### config.mk
export PLATFORM = sky130hd
export DESIGN_NAME = mc_control_unit_flat
export DESIGN_NICKNAME = d
export VERILOG_FILES = /design/src/rtl/mc_control_unit_pkg.sv /design/src/rtl/mc_control_unit_if.sv /design/src/rtl/mc_control_unit_decode.sv /design/src/rtl/mc_control_unit.sv /design/src/flat_wrapper.sv
export SDC_FILE = /design/constraint.sdc
export NUM_CORES = 1
export LEC_CHECK = 0
export CORE_MARGIN = 2
export CORE_UTILIZATION = 40
export DETAILED_ROUTE_END_ITERATION = 8
export PLACE_DENSITY = 0.69
export SLEW_MARGIN = 20
export SYNTH_ARGS = -nofsm -noshare
export SYNTH_HDL_FRONTEND = slang
export SYNTH_HIERARCHICAL = 1
export SYNTH_SLANG_ARGS = --single-unit
### constraint.sdc
create_clock -name CLK -period 10.2 [get_ports CLK]
set_clock_uncertainty 0.1 [all_clocks]
set_input_delay 2.55 -clock CLK [delete_from_list [all_inputs] [get_ports CLK]]
set_output_delay 2.55 -clock CLK [all_outputs]
set_load 0.01 [all_outputs]
### src/rtl/mc_control_unit_pkg.sv
// Shared types and encodings for the RV32I multicycle control unit.
package mc_ctrl_pkg;

  // FSM state, also exported on state_o for debug
  typedef enum logic [4:0] {
    ST_FETCH    = 5'd0,
    ST_DECODE   = 5'd1,
    ST_MEM_ADDR = 5'd2,
    ST_MEM_RD   = 5'd3,
    ST_MEM_WR   = 5'd4,
    ST_LD_WB    = 5'd5,
    ST_R_EX     = 5'd6,
    ST_I_EX     = 5'd7,
    ST_ALU_WB   = 5'd8,
    ST_BR_EX    = 5'd9,
    ST_JAL_EX   = 5'd10,
    ST_JALR_EX  = 5'd11,
    ST_LINK_WB  = 5'd12,
    ST_LUI_WB   = 5'd13,
    ST_AUIPC_WB = 5'd14,
    ST_MUL_EX   = 5'd15,
    ST_TRAP     = 5'd16
  } state_e;

  // Instruction class produced by the opcode decoder
  typedef enum logic [3:0] {
    CL_LOAD, CL_STORE, CL_ALU_R, CL_MUL, CL_ALU_I, CL_BRANCH,
    CL_JAL, CL_JALR, CL_LUI, CL_AUIPC, CL_ILLEGAL
  } instr_class_e;

  // RV32I base opcodes
  localparam logic [6:0] OPC_LOAD   = 7'b0000011;
  localparam logic [6:0] OPC_STORE  = 7'b0100011;
  localparam logic [6:0] OPC_OP     = 7'b0110011;
  localparam logic [6:0] OPC_OP_IMM = 7'b0010011;
  localparam logic [6:0] OPC_BRANCH = 7'b1100011;
  localparam logic [6:0] OPC_JAL    = 7'b1101111;
  localparam logic [6:0] OPC_JALR   = 7'b1100111;
  localparam logic [6:0] OPC_LUI    = 7'b0110111;
  localparam logic [6:0] OPC_AUIPC  = 7'b0010111;

  // Concat_control immediate-format selects; the store address path
  // reuses the I-format code on this datapath
  localparam logic [2:0] CC_NONE  = 3'b000;
  localparam logic [2:0] CC_U     = 3'b001;
  localparam logic [2:0] CC_J     = 3'b010;
  localparam logic [2:0] CC_I     = 3'b011;
  localparam logic [2:0] CC_B     = 3'b100;
  localparam logic [2:0] CC_LOAD  = 3'b101;
  localparam logic [2:0] CC_SHAMT = 3'b110;

  // Byte-enable encodings
  localparam logic [3:0] BE_NONE = 4'b0000;
  localparam logic [3:0] BE_BYTE = 4'b0001;
  localparam logic [3:0] BE_HALF = 4'b0011;
  localparam logic [3:0] BE_WORD = 4'b1111;

  // Output bundle of the Moore decoder
  typedef struct packed {
    logic       pc_write;
    logic       ir_write;
    logic       mem_read;
    logic       mem_write;
    logic       reg_write;
    logic       reg_dst;
    logic       mem_to_reg;
    logic       alu_src1;
    logic       alu_src2;
    logic       branch;
    logic       jump;
    logic       jal_or_jalr;
    logic [3:0] be;
    logic [2:0] concat_sel;
    logic       mul_start;
    logic       retire;
    logic       illegal;
  } ctrl_t;

  // Byte enables for a load/store size; BE_NONE marks an unsupported size
  function automatic logic [3:0] be_encode(input logic [2:0] funct3, input logic is_store);
    logic [3:0] be;
    case (funct3)
      3'b000:  be = BE_BYTE;
      3'b001:  be = BE_HALF;
      3'b010:  be = BE_WORD;
      3'b100:  be = is_store ? BE_NONE : BE_BYTE;
      3'b101:  be = is_store ? BE_NONE : BE_HALF;
      default: be = BE_NONE;
    endcase
    return be;
  endfunction

endpackage

### src/rtl/mc_control_unit_if.sv
// Instruction-field, handshake and control bundle between controller and datapath.
interface mc_control_unit_if #(parameter int unsigned CNT_W = 32) ();
  logic [6:0]       opcode;
  logic [2:0]       funct3;
  logic             funct7_0;
  logic             mem_ready;
  logic             mul_done;
  logic             PCWrite;
  logic             IRWrite;
  logic             MemRead;
  logic             MemWrite;
  logic             RegWrite;
  logic             RegDst;
  logic             MemtoReg;
  logic             ALUSrc1;
  logic             ALUSrc2;
  logic             Branch;
  logic             Jump;
  logic             JALorJALR;
  logic [3:0]       BE;
  logic [2:0]       Concat_control;
  logic [6:0]       ALUOp;
  logic             mul_start;
  logic             illegal;
  logic             retire;
  logic [CNT_W-1:0] retired_cnt;
  logic [4:0]       state_o;

  // Controller side
  modport master (
    input  opcode, funct3, funct7_0, mem_ready, mul_done,
    output PCWrite, IRWrite, MemRead, MemWrite, RegWrite,
    output RegDst, MemtoReg, ALUSrc1, ALUSrc2, Branch, Jump, JALorJALR,
    output BE, Concat_control, ALUOp, mul_start, illegal, retire,
    output retired_cnt, state_o
  );

  // Datapath side
  modport slave (
    output opcode, funct3, funct7_0, mem_ready, mul_done,
    input  PCWrite, IRWrite, MemRead, MemWrite, RegWrite,
    input  RegDst, MemtoReg, ALUSrc1, ALUSrc2, Branch, Jump, JALorJALR,
    input  BE, Concat_control, ALUOp, mul_start, illegal, retire,
    input  retired_cnt, state_o
  );
endinterface

### src/rtl/mc_control_unit_decode.sv
// Combinational opcode decoder: instruction class, illegal flag and
// load/store size legality.
module mc_opcode_decode
  import mc_ctrl_pkg::*;
#(
  parameter int unsigned M_EXT = 0
) (
  input  logic [6:0]   opcode,
  input  logic [2:0]   funct3,
  input  logic         funct7_0,
  output instr_class_e iclass,
  output logic         illegal,
  output logic         mem_size_ok
);

  // Map opcode (and funct7_0 for R-type) onto an instruction class
  always_comb begin
    iclass = CL_ILLEGAL;
    case (opcode)
      OPC_LOAD:   iclass = CL_LOAD;
      OPC_STORE:  iclass = CL_STORE;
      OPC_OP:     iclass = funct7_0 ? ((M_EXT != 0) ? CL_MUL : CL_ILLEGAL) : CL_ALU_R;
      OPC_OP_IMM: iclass = CL_ALU_I;
      OPC_BRANCH: iclass = CL_BRANCH;
      OPC_JAL:    iclass = CL_JAL;
      OPC_JALR:   iclass = CL_JALR;
      OPC_LUI:    iclass = CL_LUI;
      OPC_AUIPC:  iclass = CL_AUIPC;
      default:    iclass = CL_ILLEGAL;
    endcase
  end

  assign illegal = (iclass == CL_ILLEGAL);

  // Only meaningful for loads/stores; checked once the address is formed
  assign mem_size_ok = (be_encode(funct3, opcode == OPC_STORE) != BE_NONE);

endmodule

### src/rtl/mc_control_unit.sv
// Moore multicycle control unit for the RV32I CPU: sequences each instruction
// and drives every datapath enable from the registered state.
module mc_control_unit
  import mc_ctrl_pkg::*;
#(
  parameter int unsigned MEM_HS = 1,
  parameter int unsigned M_EXT  = 0,
  parameter int unsigned CNT_W  = 32
) (
  input logic              CLK,
  input logic              RSTn,
  mc_control_unit_if.master bus
);

  state_e           state_reg;
  state_e           state_next;
  logic             mul_busy_reg;
  logic [CNT_W-1:0] retired_cnt_reg;

  instr_class_e     iclass;
  logic             dec_illegal;
  logic             mem_size_ok;
  logic             mem_done;
  logic             retire_now;
  ctrl_t            ctrl;
  ctrl_t            ctrl_out;

  mc_opcode_decode #(.M_EXT(M_EXT)) u_decode (
    .opcode      (bus.opcode),
    .funct3      (bus.funct3),
    .funct7_0    (bus.funct7_0),
    .iclass      (iclass),
    .illegal     (dec_illegal),
    .mem_size_ok (mem_size_ok)
  );

  // Without a handshake every memory access completes in one cycle
  assign mem_done = (MEM_HS == 0) ? 1'b1 : bus.mem_ready;

  // Instruction retires on the transition back into FETCH
  assign retire_now = (state_next == ST_FETCH) && (state_reg != ST_FETCH);

  // Next-state sequencing
  always_comb begin
    state_next = state_reg;
    case (state_reg)
      ST_FETCH:    if (mem_done) state_next = ST_DECODE;
      ST_DECODE: begin
        if (dec_illegal) begin
          state_next = ST_TRAP;
        end else begin
          case (iclass)
            CL_LOAD, CL_STORE: state_next = ST_MEM_ADDR;
            CL_ALU_R:          state_next = ST_R_EX;
            CL_MUL:            state_next = ST_MUL_EX;
            CL_ALU_I:          state_next = ST_I_EX;
            CL_BRANCH:         state_next = ST_BR_EX;
            CL_JAL:            state_next = ST_JAL_EX;
            CL_JALR:           state_next = ST_JALR_EX;
            CL_LUI:            state_next = ST_LUI_WB;
            CL_AUIPC:          state_next = ST_AUIPC_WB;
            default:           state_next = ST_TRAP;
          endcase
        end
      end
      ST_MEM_ADDR: begin
        if (!mem_size_ok)            state_next = ST_TRAP;
        else if (iclass == CL_STORE) state_next = ST_MEM_WR;
        else                         state_next = ST_MEM_RD;
      end
      ST_MEM_RD:   if (mem_done) state_next = ST_LD_WB;
      ST_MEM_WR:   if (mem_done) state_next = ST_FETCH;
      ST_R_EX,
      ST_I_EX:     state_next = ST_ALU_WB;
      ST_MUL_EX:   if (bus.mul_done) state_next = ST_ALU_WB;
      ST_JAL_EX,
      ST_JALR_EX:  state_next = ST_LINK_WB;
      ST_BR_EX,
      ST_ALU_WB,
      ST_LD_WB,
      ST_LINK_WB,
      ST_LUI_WB,
      ST_AUIPC_WB: state_next = ST_FETCH;
      ST_TRAP:     state_next = ST_TRAP;
      default:     state_next = ST_TRAP;
    endcase
  end

  // State, multiplier-busy marker and retired-instruction counter
  always_ff @(posedge CLK or negedge RSTn) begin
    if (!RSTn) begin
      state_reg       <= ST_FETCH;
      mul_busy_reg    <= 1'b0;
      retired_cnt_reg <= '0;
    end else begin
      state_reg    <= state_next;
      // Set only while MUL_EX continues, so mul_start fires on entry alone
      mul_busy_reg <= (state_reg == ST_MUL_EX) && (state_next == ST_MUL_EX);
      if (retire_now) retired_cnt_reg <= retired_cnt_reg + CNT_W'(1);
    end
  end

  // Moore output decode from the registered state
  always_comb begin
    ctrl = '0;
    case (state_reg)
      ST_FETCH: begin
        ctrl.mem_read = 1'b1;
        ctrl.ir_write = mem_done;
        ctrl.pc_write = mem_done;
      end
      ST_MEM_ADDR: begin
        ctrl.alu_src2   = 1'b1;
        ctrl.concat_sel = (iclass == CL_STORE) ? CC_I : CC_LOAD;
      end
      ST_MEM_RD: begin
        ctrl.mem_read = 1'b1;
        ctrl.be       = be_encode(bus.funct3, 1'b0);
      end
      ST_MEM_WR: begin
        ctrl.mem_write = 1'b1;
        ctrl.be        = be_encode(bus.funct3, 1'b1);
      end
      ST_I_EX: begin
        ctrl.alu_src2   = 1'b1;
        ctrl.concat_sel = (bus.funct3 == 3'b001 || bus.funct3 == 3'b101) ? CC_SHAMT : CC_I;
      end
      ST_BR_EX: begin
        ctrl.branch     = 1'b1;
        ctrl.concat_sel = CC_B;
      end
      ST_JAL_EX: begin
        ctrl.alu_src1   = 1'b1;
        ctrl.alu_src2   = 1'b1;
        ctrl.jump       = 1'b1;
        ctrl.concat_sel = CC_J;
      end
      ST_JALR_EX: begin
        ctrl.alu_src2    = 1'b1;
        ctrl.jump        = 1'b1;
        ctrl.jal_or_jalr = 1'b1;
        ctrl.concat_sel  = CC_I;
      end
      ST_LUI_WB,
      ST_AUIPC_WB: begin
        ctrl.alu_src1   = 1'b1;
        ctrl.alu_src2   = 1'b1;
        ctrl.concat_sel = CC_U;
        ctrl.reg_dst    = 1'b1;
        ctrl.reg_write  = 1'b1;
      end
      ST_ALU_WB,
      ST_LINK_WB: begin
        ctrl.reg_dst   = 1'b1;
        ctrl.reg_write = 1'b1;
      end
      ST_LD_WB: begin
        ctrl.reg_dst    = 1'b1;
        ctrl.reg_write  = 1'b1;
        ctrl.mem_to_reg = 1'b1;
      end
      ST_MUL_EX: ctrl.mul_start = !mul_busy_reg;
      ST_TRAP:   ctrl.illegal   = 1'b1;
      default:   ctrl = '0;
    endcase
    ctrl.retire = retire_now;
  end

  // Nothing may be enabled while reset is held, even though state is FETCH
  assign ctrl_out = RSTn ? ctrl : '0;

  assign bus.PCWrite        = ctrl_out.pc_write;
  assign bus.IRWrite        = ctrl_out.ir_write;
  assign bus.MemRead        = ctrl_out.mem_read;
  assign bus.MemWrite       = ctrl_out.mem_write;
  assign bus.RegWrite       = ctrl_out.reg_write;
  assign bus.RegDst         = ctrl_out.reg_dst;
  assign bus.MemtoReg       = ctrl_out.mem_to_reg;
  assign bus.ALUSrc1        = ctrl_out.alu_src1;
  assign bus.ALUSrc2        = ctrl_out.alu_src2;
  assign bus.Branch         = ctrl_out.branch;
  assign bus.Jump           = ctrl_out.jump;
  assign bus.JALorJALR      = ctrl_out.jal_or_jalr;
  assign bus.BE             = ctrl_out.be;
  assign bus.Concat_control = ctrl_out.concat_sel;
  assign bus.mul_start      = ctrl_out.mul_start;
  assign bus.retire         = ctrl_out.retire;
  assign bus.illegal        = ctrl_out.illegal;
  assign bus.ALUOp          = bus.opcode;
  assign bus.retired_cnt    = retired_cnt_reg;
  assign bus.state_o        = state_reg;

endmodule

### src/flat_wrapper.sv
// flat-port wrapper written by rule: the top's interface ports become plain ports
module mc_control_unit_flat import mc_ctrl_pkg::*;
#(
  parameter int unsigned MEM_HS = 1,
  parameter int unsigned M_EXT  = 0,
  parameter int unsigned CNT_W  = 32
)
  (CLK, RSTn, bus_opcode, bus_funct3, bus_funct7_0, bus_mem_ready, bus_mul_done, bus_PCWrite, bus_IRWrite, bus_MemRead, bus_MemWrite, bus_RegWrite, bus_RegDst, bus_MemtoReg, bus_ALUSrc1, bus_ALUSrc2, bus_Branch, bus_Jump, bus_JALorJALR, bus_BE, bus_Concat_control, bus_ALUOp, bus_mul_start, bus_illegal, bus_retire, bus_retired_cnt, bus_state_o);
  mc_control_unit_if #(.CNT_W(CNT_W)) bus_i ();
  input logic CLK;
  input logic RSTn;
  input wire logic [$bits(bus_i.opcode)-1:0] bus_opcode;
  input wire logic [$bits(bus_i.funct3)-1:0] bus_funct3;
  input wire logic [$bits(bus_i.funct7_0)-1:0] bus_funct7_0;
  input wire logic [$bits(bus_i.mem_ready)-1:0] bus_mem_ready;
  input wire logic [$bits(bus_i.mul_done)-1:0] bus_mul_done;
  output wire logic [$bits(bus_i.PCWrite)-1:0] bus_PCWrite;
  output wire logic [$bits(bus_i.IRWrite)-1:0] bus_IRWrite;
  output wire logic [$bits(bus_i.MemRead)-1:0] bus_MemRead;
  output wire logic [$bits(bus_i.MemWrite)-1:0] bus_MemWrite;
  output wire logic [$bits(bus_i.RegWrite)-1:0] bus_RegWrite;
  output wire logic [$bits(bus_i.RegDst)-1:0] bus_RegDst;
  output wire logic [$bits(bus_i.MemtoReg)-1:0] bus_MemtoReg;
  output wire logic [$bits(bus_i.ALUSrc1)-1:0] bus_ALUSrc1;
  output wire logic [$bits(bus_i.ALUSrc2)-1:0] bus_ALUSrc2;
  output wire logic [$bits(bus_i.Branch)-1:0] bus_Branch;
  output wire logic [$bits(bus_i.Jump)-1:0] bus_Jump;
  output wire logic [$bits(bus_i.JALorJALR)-1:0] bus_JALorJALR;
  output wire logic [$bits(bus_i.BE)-1:0] bus_BE;
  output wire logic [$bits(bus_i.Concat_control)-1:0] bus_Concat_control;
  output wire logic [$bits(bus_i.ALUOp)-1:0] bus_ALUOp;
  output wire logic [$bits(bus_i.mul_start)-1:0] bus_mul_start;
  output wire logic [$bits(bus_i.illegal)-1:0] bus_illegal;
  output wire logic [$bits(bus_i.retire)-1:0] bus_retire;
  output wire logic [$bits(bus_i.retired_cnt)-1:0] bus_retired_cnt;
  output wire logic [$bits(bus_i.state_o)-1:0] bus_state_o;
  assign bus_i.opcode = bus_opcode;
  assign bus_i.funct3 = bus_funct3;
  assign bus_i.funct7_0 = bus_funct7_0;
  assign bus_i.mem_ready = bus_mem_ready;
  assign bus_i.mul_done = bus_mul_done;
  assign bus_PCWrite = bus_i.PCWrite;
  assign bus_IRWrite = bus_i.IRWrite;
  assign bus_MemRead = bus_i.MemRead;
  assign bus_MemWrite = bus_i.MemWrite;
  assign bus_RegWrite = bus_i.RegWrite;
  assign bus_RegDst = bus_i.RegDst;
  assign bus_MemtoReg = bus_i.MemtoReg;
  assign bus_ALUSrc1 = bus_i.ALUSrc1;
  assign bus_ALUSrc2 = bus_i.ALUSrc2;
  assign bus_Branch = bus_i.Branch;
  assign bus_Jump = bus_i.Jump;
  assign bus_JALorJALR = bus_i.JALorJALR;
  assign bus_BE = bus_i.BE;
  assign bus_Concat_control = bus_i.Concat_control;
  assign bus_ALUOp = bus_i.ALUOp;
  assign bus_mul_start = bus_i.mul_start;
  assign bus_illegal = bus_i.illegal;
  assign bus_retire = bus_i.retire;
  assign bus_retired_cnt = bus_i.retired_cnt;
  assign bus_state_o = bus_i.state_o;
  mc_control_unit #(.MEM_HS(MEM_HS), .M_EXT(M_EXT), .CNT_W(CNT_W)) u_core (.CLK(CLK), .RSTn(RSTn), .bus(bus_i));
endmodule
Word-level counts from Yosys, hierarchy flattened
Memory sizes are Yosys's and may differ from the RTL's.
Cells that the tools add are included.
Widths: inputs -> output; s select.
{ "op_classes": {"add_sub_neg": 1, "n_eq_ne": 32, "n_mux": 32, "n_reduce_logical": 19} }
{ "ops": {"columns": ["op", "count"], "rows": [
  ["$eq 5x4->1 const B", 9],
  ["$pmux 5 s9", 1],
  ["$pmux 4 s9", 1],
  ["$add 32x1->32 const B", 1],
  ["$mux 5", 6],
  ["$pmux 4 s3", 2],
  ["$mux 22", 1],
  ["$eq 7x6->1 const B", 3],
  ["$eq 7x7->1 const B", 3],
  ["$eq 5x3->1 const B", 4],
  ["$pmux 4 s5", 1],
  ["$pmux 3 s6", 1],
  ["$eq 7x5->1 const B", 2],
  ["$reduce_or 2->1", 6],
  ["$reduce_or 6->1", 2],
  ["$mux 1", 11],
  ["$eq 5x2->1 const B", 2],
  ["$logic_not 5->1", 2],
  ["$mux 3", 3],
  ["$pmux 4 s2", 1],
  ["$eq 7x2->1 const B", 1],
  ["$eq 3x3->1 const B", 2],
  ["$mux 2", 3],
  ["$eq 5x1->1 const B", 1],
  ["other kinds (14)", 15]
]} }
{ "word_totals": {"register_bits": 38, "mem_bits_ro": 80, "input_bits": 15, "out_inout_bits": 66, "elab_cells": 88, "mem_count": 1} }
{ "memory_table": {"columns": ["name", "words", "word_bits", "rd", "rd_ports_with_merged_regs", "wr", "line", "source"], "rows": [
  ["(name not given)", 16, 5, 1, 0, 0, "mc_control_unit.sv:52", "case (iclass)"]
]} }

Logic depth before layout (Yosys ltp)
{ "logic_depth": {"ltp_word": 9, "depth_mapped": 10, "ltp_nobuf": 9} }

Hierarchy
Netlist, hierarchy kept.
{ "by_module_without_submodules": {"columns": ["mod", "n_inst", "cells_each", "area_per_inst_um2", "seq_area_each_um2"], "rows": [
  ["mc_control_unit", 1, 300, 2608.8, 950.9],
  ["mc_opcode_decode", 1, 28, 182.7, 0.0]
]} }

Worst setup path before layout
No wires, ideal clock.
{ "synth_path": {"path_kind": "input to output", "from": "input port bus_opcode[0]", "to": "output port bus_retire", "arrival_ns": 5.018, "required_ns": 7.550, "slack_ns": 2.532, "cell_stages": 9, "path_buffers": 1, "path_cell_list": "nand2_1 > a2111oi_0 > o21ai_0 > or4b_4 > and4_4 > a2111oi_4 > o2111ai_2 > clkbuf_1 > nor3_1"} }
{ "synth_between": {"elab_chain_cells": 9, "word_cells_on_any_way": 24, "classes_between": "eq/ne (11); mux (9); reduce/logical (3); memory (1)"} }
{ "synth_lines": {"columns": ["element", "line", "source"], "rows": [
  ["start: declaration", "flat_wrapper.sv:12", "input wire logic [$bits(bus_i.opcode)-1:0] bus_opcode;"],
  ["$eq 7x5->1 (tied with other cells)", "mc_control_unit_decode.sv:19", "case (opcode)"],
  ["$pmux 4 s9 (*)", "mc_control_unit_decode.sv:19", null],
  ["named net u_core.iclass[1]", "mc_control_unit.sv:20", "instr_class_e iclass;"],
  ["parallel branches: the longest is 3 deep, another holds $mem_v2 16x5", null, null],
  ["$pmux 5 s9 (*)", "mc_control_unit.sv:46", "case (state_reg)"],
  ["$logic_not 5->1 (*)", "mc_control_unit.sv:41", "assign retire_now = (state_next == ST_FETCH) && (state_reg != ST_FETCH);"],
  ["$logic_and 1x1->1 (*)", "mc_control_unit.sv:41", null],
  ["$mux 22 (*)", "mc_control_unit.sv:170", "assign ctrl_out = RSTn ? ctrl : '0;"],
  ["end: declaration", "flat_wrapper.sv:34", "output wire logic [$bits(bus_i.retire)-1:0] bus_retire;"]
]} }
Mark *: on every way through the listed nets, which the timed path passes.

Final worst setup path
{ "layout_path": {"from": "input port bus_opcode[4]", "to": "output port bus_retire"} }
Same word-level chain as after synthesis.

==> results_dict.tcl <==
set metrics [dict create \
    path_buf_inv 4 \
    synth_fp_nets 344 \
    hp-class "reg -> reg" \
    initial_core_util_pct 41.3 \
    peakVddDrop_uv 58.2 \
    cp_top_family "buffers and inverters" \
    grt_pass1_wl_um 11700 \
    clock_sinks 38 \
    grt-ovfl-total 0 \
    postSynthCellCount 328 \
    track_usage_pct 19.0 \
    cp-start-kind "input port" \
    syn2layout_area_growth_pct 30.7 \
    largest_reg_flops 32 \
    final_net_count 405 \
    power_density_mw_per_mm2 77.3 \
    final_cell_mix "clkdlybuf4s50_1, dfrtp_1, xor2_1, nor3_1, nand2_1" \
    drv_cap 0 \
    gp_congestion 0.863 \
    synth_edf_count 0 \
    cts_inserted_buffers 5 \
    syn_area_sq_mm 0.00279 \
    routed_wirelength_um 7140 \
    rrSetupSlack_ps 7240 \
    antenna_found_initial 0 \
    r2r-start "u_core/bus.state_o[0]" \
    slew_headroom_pct 36.3 \
    dieArea_sq_mm 0.00766 \
    period_needed_ps 9200 \
    finalSetupViolations 0 \
    ctsHoldBuffers 0 \
    yosys.cell_types.count 54 \
    ys.flop_type "dfrtp_1" \
    grt_start_max_net_pins 33 \
    cp_common_cell "clkdlybuf4s50_1" \
    ys_ff_latch 38 \
    critical_path_class "in -> out" \
    period_share_pct 90.2 \
    row_count 30 \
    cts_max_level 2 \
    required_ps 7550 \
    slew_violations 0 \
    crit_path_max_fanout 32 \
    yosysWarningCount 6 \
    postRouteAntennaNets 0 \
    outcome "finished clean" \
    root_buffer "clkbuf_8" \
    rr_endpoint "u_core/bus.retired_cnt[1]" \
    crit_chain "clkdlybuf4s50_1 > inv_1 > a2111oi_0 > o21ai_0 > or4b_4 > and4_4 > a2111oi_4 > o2111ai_2 > buf_4 > nor3_1 > clkdlybuf4s50_1" \
    drt_iter0_drc 174 \
    hold_end "u_core/bus.retired_cnt[31]" \
    cp-end-kind "primary output" \
    grt_pass1_vias 2456 \
    utilization_pct 54.0 \
    cellLeakagePower_nw 1.57 \
    dr.pass1.iters 5 \
    drc 0 \
    clk_latency_ps 290 \
    min_from "u_core/bus.retired_cnt[31]" \
    r2r_cells 7 \
    core-area_sq_mm 0.00676 \
    cts.repair.resized 0 \
    hold_viol 0 \
    cts_buffer_depth 2 \
    io_pins 81 \
    viasPerCell 5.69 \
    dr_total_vias 2675 \
    die_h_um 87.5 \
    slowest_stage "or4b_4" \
    dpl.hpwl_um 5140 \
    rsz0062_at_grt "no" \
    clk_pin_slew_worst_paths_ps 70 \
    portBuffers 80 \
    drive_gt1_share_pct 7.69 \
    fin_tns_setup_ps 0 \
    cts_setup_buffers 0 \
    max_stage_delay_ps 630 \
    antenna_cells 0 \
    final_common_cell "clkdlybuf4s50_1" \
    tightest_slew_ps 953 \
    fill_cells 633 \
    routedWlPerCell_um 15.2 \
    cp.arrival_ps 6550 \
    cts_tree "yes" \
    crit_cells 11 \
    dieWidth_um 87.5 \
    hold_path_depth 1 \
    async_flop_share_pct 100 \
    fmax_mhz 109 \
    postSynthAreaPerCell_sq_um 8.51 \
    ys_seq_area_share_pct 34.1 \
]
## cell type report
class / count / area, sq um / share of cell area (%)
sequential: 38 / 951 / 26.1
tap: 80 / 100 / 2.74
inverter: 8 / 30.0 / 0.823
clock inverter: 1 / 5.00 / 0.137
clock buffer: 7 / 86.3 / 2.37
timing repair buffer: 83 / 818 / 22.4
multi-input combinational: 253 / 1660 / 45.4
## per-stage QoR
stage | worst slack (ps) | total power, W | hold slack (ps) | cells | area, sq um
after global placement | 1380 | 0.000177 | 360 | 462 | 3560
final | 998 | 0.000282 | 369 | 470 | 3650
after global routing | 711 | 0.000293 | 393 | 470 | 3650
after CTS | 1130 | 0.000286 | 375 | 470 | 3650
after floorplan | 2530 | 0.000163 | 404 | 328 | 2790
after detailed placement | 1140 | 0.000178 | 361 | 462 | 3560
## power breakdown
part           switching, W  internal, W  total (W)
logic             0.0000128    0.0000111  0.0000240
registers                 0     0.000151   0.000151
clock network     0.0000530    0.0000545   0.000108
total             0.0000658     0.000216   0.000282
## worst max path at each step
stage | slack, ps | endpoint | from
final | 1000 | bus_retire | bus_opcode[4]
after global routing | 710 | bus_retire | bus_opcode[4]
after CTS | 1130 | bus_retire | bus_opcode[4]
after detailed placement | 1140 | bus_retire | bus_opcode[4]
after global placement | 1380 | bus_retire | bus_opcode[4]
after floorplan | 2530 | bus_retire | bus_opcode[0]
## Yosys cell counts, drive strengths merged, types with 2 or more instances
library cell	number	area [sq um]
a2111oi	3	45.1
a211oi	4	30.0
a21o	2	15.0
a21oi	7	35.0
a31oi	2	12.5
a32oi	3	26.3
and3	11	68.8
and4	2	20.0
and4b	2	20.0
buf	15	100
clkbuf	14	52.6
dfrtp	38	951
inv	8	30.0
mux2i	2	20.0
nand2	27	101
nand2b	14	87.6
nand3	21	105
nand3b	2	15.0
nand4	9	56.3
nor2	16	60.1
nor2b	11	68.8
nor3	30	155
nor4	10	106
nor4b	5	50.0
o211ai	2	15.0
o21ai	13	65.1
o21bai	4	30.0
or2	2	12.5
or3	3	23.8
or3b	2	17.5
xor2	30	263
## routing by layer
metal | GRT usage, % | part of all wire (%) | up-vias
met2 | 28.9 | 46 | 105
met5 | 0 | 0 | -
li1 | - | - | 1297
met3 | 5.18 | 6.3 | 6
met4 | 3.92 | 0.59 | 0
met1 | 27.1 | 47 | 1267
## kinds of logic after synthesis
group	Yosys count	share of synthesized area (%)
buffers and inverters	37	6.54
XOR/XNOR	31	9.73
adder cells (fa/ha/maj)	2	0.807
flip-flops	38	34.1
AND/OR/NAND/NOR	171	36.0
multiplexers	3	1.12
AO/OA/AOI/OAI	46	11.7
No activity file was read; power rests on OpenSTA's default activity.
==> edit 1, RTL diff (config.mk and constraints unchanged) <==
`CNT_W` is set to 32 in 3 places; all go to 48.
--- a/src/rtl/mc_control_unit_if.sv
+++ b/src/rtl/mc_control_unit_if.sv
@@ -1,3 +1,3 @@
 // Instruction-field, handshake and control bundle between controller and datapath.
-interface mc_control_unit_if #(parameter int unsigned CNT_W = 32) ();
+interface mc_control_unit_if #(parameter int unsigned CNT_W = 48) ();
   logic [6:0]       opcode;
--- a/src/rtl/mc_control_unit.sv
+++ b/src/rtl/mc_control_unit.sv
@@ -7,3 +7,3 @@
   parameter int unsigned M_EXT  = 0,
-  parameter int unsigned CNT_W  = 32
+  parameter int unsigned CNT_W  = 48
 ) (
--- a/src/flat_wrapper.sv
+++ b/src/flat_wrapper.sv
@@ -5,3 +5,3 @@
   parameter int unsigned M_EXT  = 0,
-  parameter int unsigned CNT_W  = 32
+  parameter int unsigned CNT_W  = 48
 )
Interface: changed (resized bus_retired_cnt); port bits go from 81 to 97. No check against the original RTL was run, so the function may have changed too.
==> edit 1 against the original RTL <==
Utilization rose by 0.53 points; cell area grew 23%; worst setup slack got worse by 77 ps; via count rose by 17%; sequential cell count up 16; count of clock-buffer cells in the layout is 2 lower; total power grew 37%; wire length rose by 19%; cell count is 21% higher; clock power up 35%; synthesized area is 22% higher; maximum frequency decreased by 0.83%.
==> edit 1: results (changes against the original RTL) <==
[run_status]
status = complete, no violations

[route]
dr.pass1.iters = 4  ; -1
via_per_inst = 5.53  ; -2.9%
routed_wl_um = 8480  ; +19%

[synth]
synth.yosys.seq_area_share_pct = 39.8  ; +5.8 points
yosysUniqueCellTypes = 64  ; +19%
ys_top_cells_by_count = dfrtp_1, nand2_1, nor2_1

[clock_tree]
clk_latency_ps = 310  ; +20 ps
clk_pin_slew_worst_paths_ps = 100  ; +30 ps

[power]
p_int_mw = 0.299  ; +38%
p_leak_nw = 1.87  ; +19%
netSwitchingFraction_pct = 22.3  ; -1.1 points
powerComb_mw = 0.0253  ; +5%

[global_routing]
grt_pass1_wl_um = 13800  ; +18%
grt_max_degree = 64  ; +94%
grtUsageMet1_pct = 25.6  ; -1.5 points
grt_util_all_layers_pct = 18.7  ; -0.28 points

[cells_and_area]
layout-drive-gt1-share_pct = 5.19  ; -2.5 points
largest_reg_flops = 48  ; +50%
nNetsFinal = 477  ; +18%

[worst_setup_path]
rr_worst_depth = 6  ; -1
cp.arrival_ps = 6630  ; +80 ps
crit-reg2reg-launch = u_core/bus.state_o[1]

[sta]
fin_crit_sh_pct = 91.0  ; +0.76 points
timing.hold.ws_ps = 380  ; +11.2 ps

[placement]
gp_congestion = 0.879  ; +1.9%
hpwlAfterDp_um = 6340  ; +23%

## edit 1: logic make-up after synthesis
logic type,Yosys count,synth area share [%]
buffers and inverters,31,4.94
adder cells (fa/ha/maj),2,0.664
AO/OA/AOI/OAI,44,9.55
multiplexers,2,0.627
XOR/XNOR,49,12.6
AND/OR/NAND/NOR,196,31.7
flip-flops,54,39.8
## edit 1: routing by layer
layer	up-vias	wire [um]
met5	-	0
met4	0	79
met3	8	496
met1	1512	3770
met2	97	4130
li1	1517	-
## edit 1: worst max-delay path, stage by stage
cell and delay [ps]:
clkdlybuf4s50_1 570, inv_1 90, a2111oi_0 430, o21ai_0 390, or4b_4 640, nand4_2 140
o2111ai_4 150, nor4_2 910, and2_1 230, clkdlybuf4s50_1 530
## edit 1: area by class of cell
type                       count  area (um^2)
clock buffer                   5         68.8
fill                         747         3740
clock inverter                 3         47.5
tap                          105          131
multi-input combinational    293         1880
inverter                      10         37.5
sequential                    54         1350
timing repair buffer          97          963
==> edit 2, RTL diff (same settings) <==
Without the edit above. Reset style: synchronous (`RSTn`), changed in one clocked block.
--- a/src/rtl/mc_control_unit.sv
+++ b/src/rtl/mc_control_unit.sv
@@ -89,3 +89,3 @@
   // State, multiplier-busy marker and retired-instruction counter
-  always_ff @(posedge CLK or negedge RSTn) begin
+  always_ff @(posedge CLK) begin
     if (!RSTn) begin
Behaviour: differs if RSTn is asserted again (counterexample within 4 cycles, from zero or initial values and one cycle with RSTn low); with RSTn held inactive, the same outputs for 10 cycles.
==> edit 2 against the original RTL <==
Sequential cell count stayed put; cell area down 3.2%; total power rose by 14%; worst setup slack better by 260 ps; sequential share of layout area shrank 4.5 points; wire length increased by 1.1%; maximum frequency grew 2.9%; the run now ends with DRC left; register-to-register slack worse by 640 ps; synthesized area decreased by 3.8%; count of clock-buffer cells in the layout fell by 1; utilization increased by 1.0 points; hold slack better by 14 ps.
==> edit 2: results (changes against the original RTL) <==
[run_status]
status = finished, violations left
violations = DRC

[power]
peakVddDrop_mv = 0.0474  ; -19%
p_leak_nw = 1.09  ; -31%
p_int_mw = 0.246  ; +14%

[worst_setup_path]
crit-reg2reg-launch = u_core/bus.state_o[0]
crit_path_start = bus_opcode[6]
path_max_fanout = 9  ; -72%
cp.arrival_ps = 6290  ; -260 ps

[cells_and_area]
fillers = 620  ; -2.1%
nNetsFinal = 433  ; +6.9%
layout-drive-gt1-share_pct = 4.80  ; -2.9 points
diodes = 0  ; unchanged

[route]
route.detailed.drc = 2  ; +2
met2_wirelength_um = 3400  ; +2.8%
wl_met3_um = 536  ; +18%
vias = 2928  ; +9.5%
top_layer_used = met4
dr.pass1.iters = 6  ; +1
wl_met1_um = 3250  ; -2.8%
avgRoutedWirePerCell_um = 14.6  ; -3.8%
drt_first_iter_violations = 128  ; -26%

[synth]
yosysUniqueCellTypes = 57  ; +5.6%
synthTopCellsByArea = dfxtp_1, a21oi_1, o21ai_0, nor2_1, or3_1
synth.yosys.seq_area_share_pct = 28.3  ; -5.7 points
ys_async_sr_fraction_pct = 0  ; -100 points
ys_top_cells_by_count = dfxtp_1, a21oi_1, nor2_1
synth_fp_nets = 376  ; +9.3%
synth_flop_cell = dfxtp_1

[clock_tree]
cts_root_buf = clkbuf_8
cts_resized = 0  ; unchanged
cts_max_path_buffers = 2  ; unchanged

[global_routing]
met2_usage_pct = 31.7  ; +2.8 points
grt_util_all_layers_pct = 19.3  ; +0.36 points
grt_pass1_wl_um = 11900  ; +1.5%
use_met3_pct = 4.62  ; -0.56 points
grt_pass1_vias = 2559  ; +4.2%
grtUsageMet1_pct = 25.9  ; -1.2 points
grt_max_degree = 39  ; +18%
antenna_found_initial = 0  ; unchanged

[placement]
numPortBuffers = 80  ; unchanged
hpwlAfterDp_um = 5110  ; -0.59%
place_ws_ps = 1340  ; +196 ps
gp_congestion = 0.894  ; +3.6%

[worst_hold_path]
hp-start = u_core/bus.retired_cnt[31]

[sta]
worst_pin_slew_ps = 938  ; -14.6 ps

[floorplan]
die-area_mm2 = 0.00739  ; -3.6%

edit 2: cell families after synthesis:
| kind of cell | synth area share [%] |
|---|---|
| DFF | 28.3 |
| xor gates and xnor gates | 1.63 |
| adders and majority gates | 0.838 |
| AOI/OAI and AO/OA | 23.9 |
| buffers and inverters | 8.43 |
| muxes | 1.12 |
| and+or+nand+nor | 35.8 |
edit 2: layout make-up:
type	instances	area share, %
well taps	77	2.73
inverters	15	1.59
clock inverters	1	0.850
flip-flops and latches	38	21.5
multi-input cells	276	48.1
clock buffers	6	2.34
repair buffers	81	22.9
edit 2: power groups by stage:
stage                     combinational [mW]  clock [mW]  sequential (mW)
after global placement                0.0374           0            0.156
after CTS                             0.0381       0.134            0.153
after detailed placement              0.0377           0            0.156
final                                 0.0381       0.132            0.152
after global routing                  0.0413       0.141            0.153
after floorplan                       0.0227           0            0.154
edit 2: worst max-delay path, cell delays in order:
cell,delay [ps]
clkdlybuf4s50_1,550
nor2b_1,190
a2111oi_0,260
o21ai_0,410
nor2b_1,330
nor3b_1,430
o2111ai_1,250
a211oi_2,310
nand2_1,270
nor2_1,190
clkdlybuf4s50_1,560
edit 2: stage by stage:
stage               util [%]  area, um^2  std cells
floorplan                  -        2690        360
global placement        53.3        3420        487
detailed placement      53.3        3420        487
CTS                     55.0        3530        494
global route            55.0        3530        494
finish                  55.0        3530        494
edit 2: worst paths after layout:
| check | slack [ps] | endpoint | depth (start not counted) |
|---|---|---|---|
| min | 380 | u_core/bus.retired_cnt[31] | 2 |
| max reg2reg | 6600 | u_core/bus.retired_cnt[28] | 6 |
| min reg2reg | 380 | u_core/bus.retired_cnt[31] | 2 |
| max | 1260 | bus_retire | 11 |
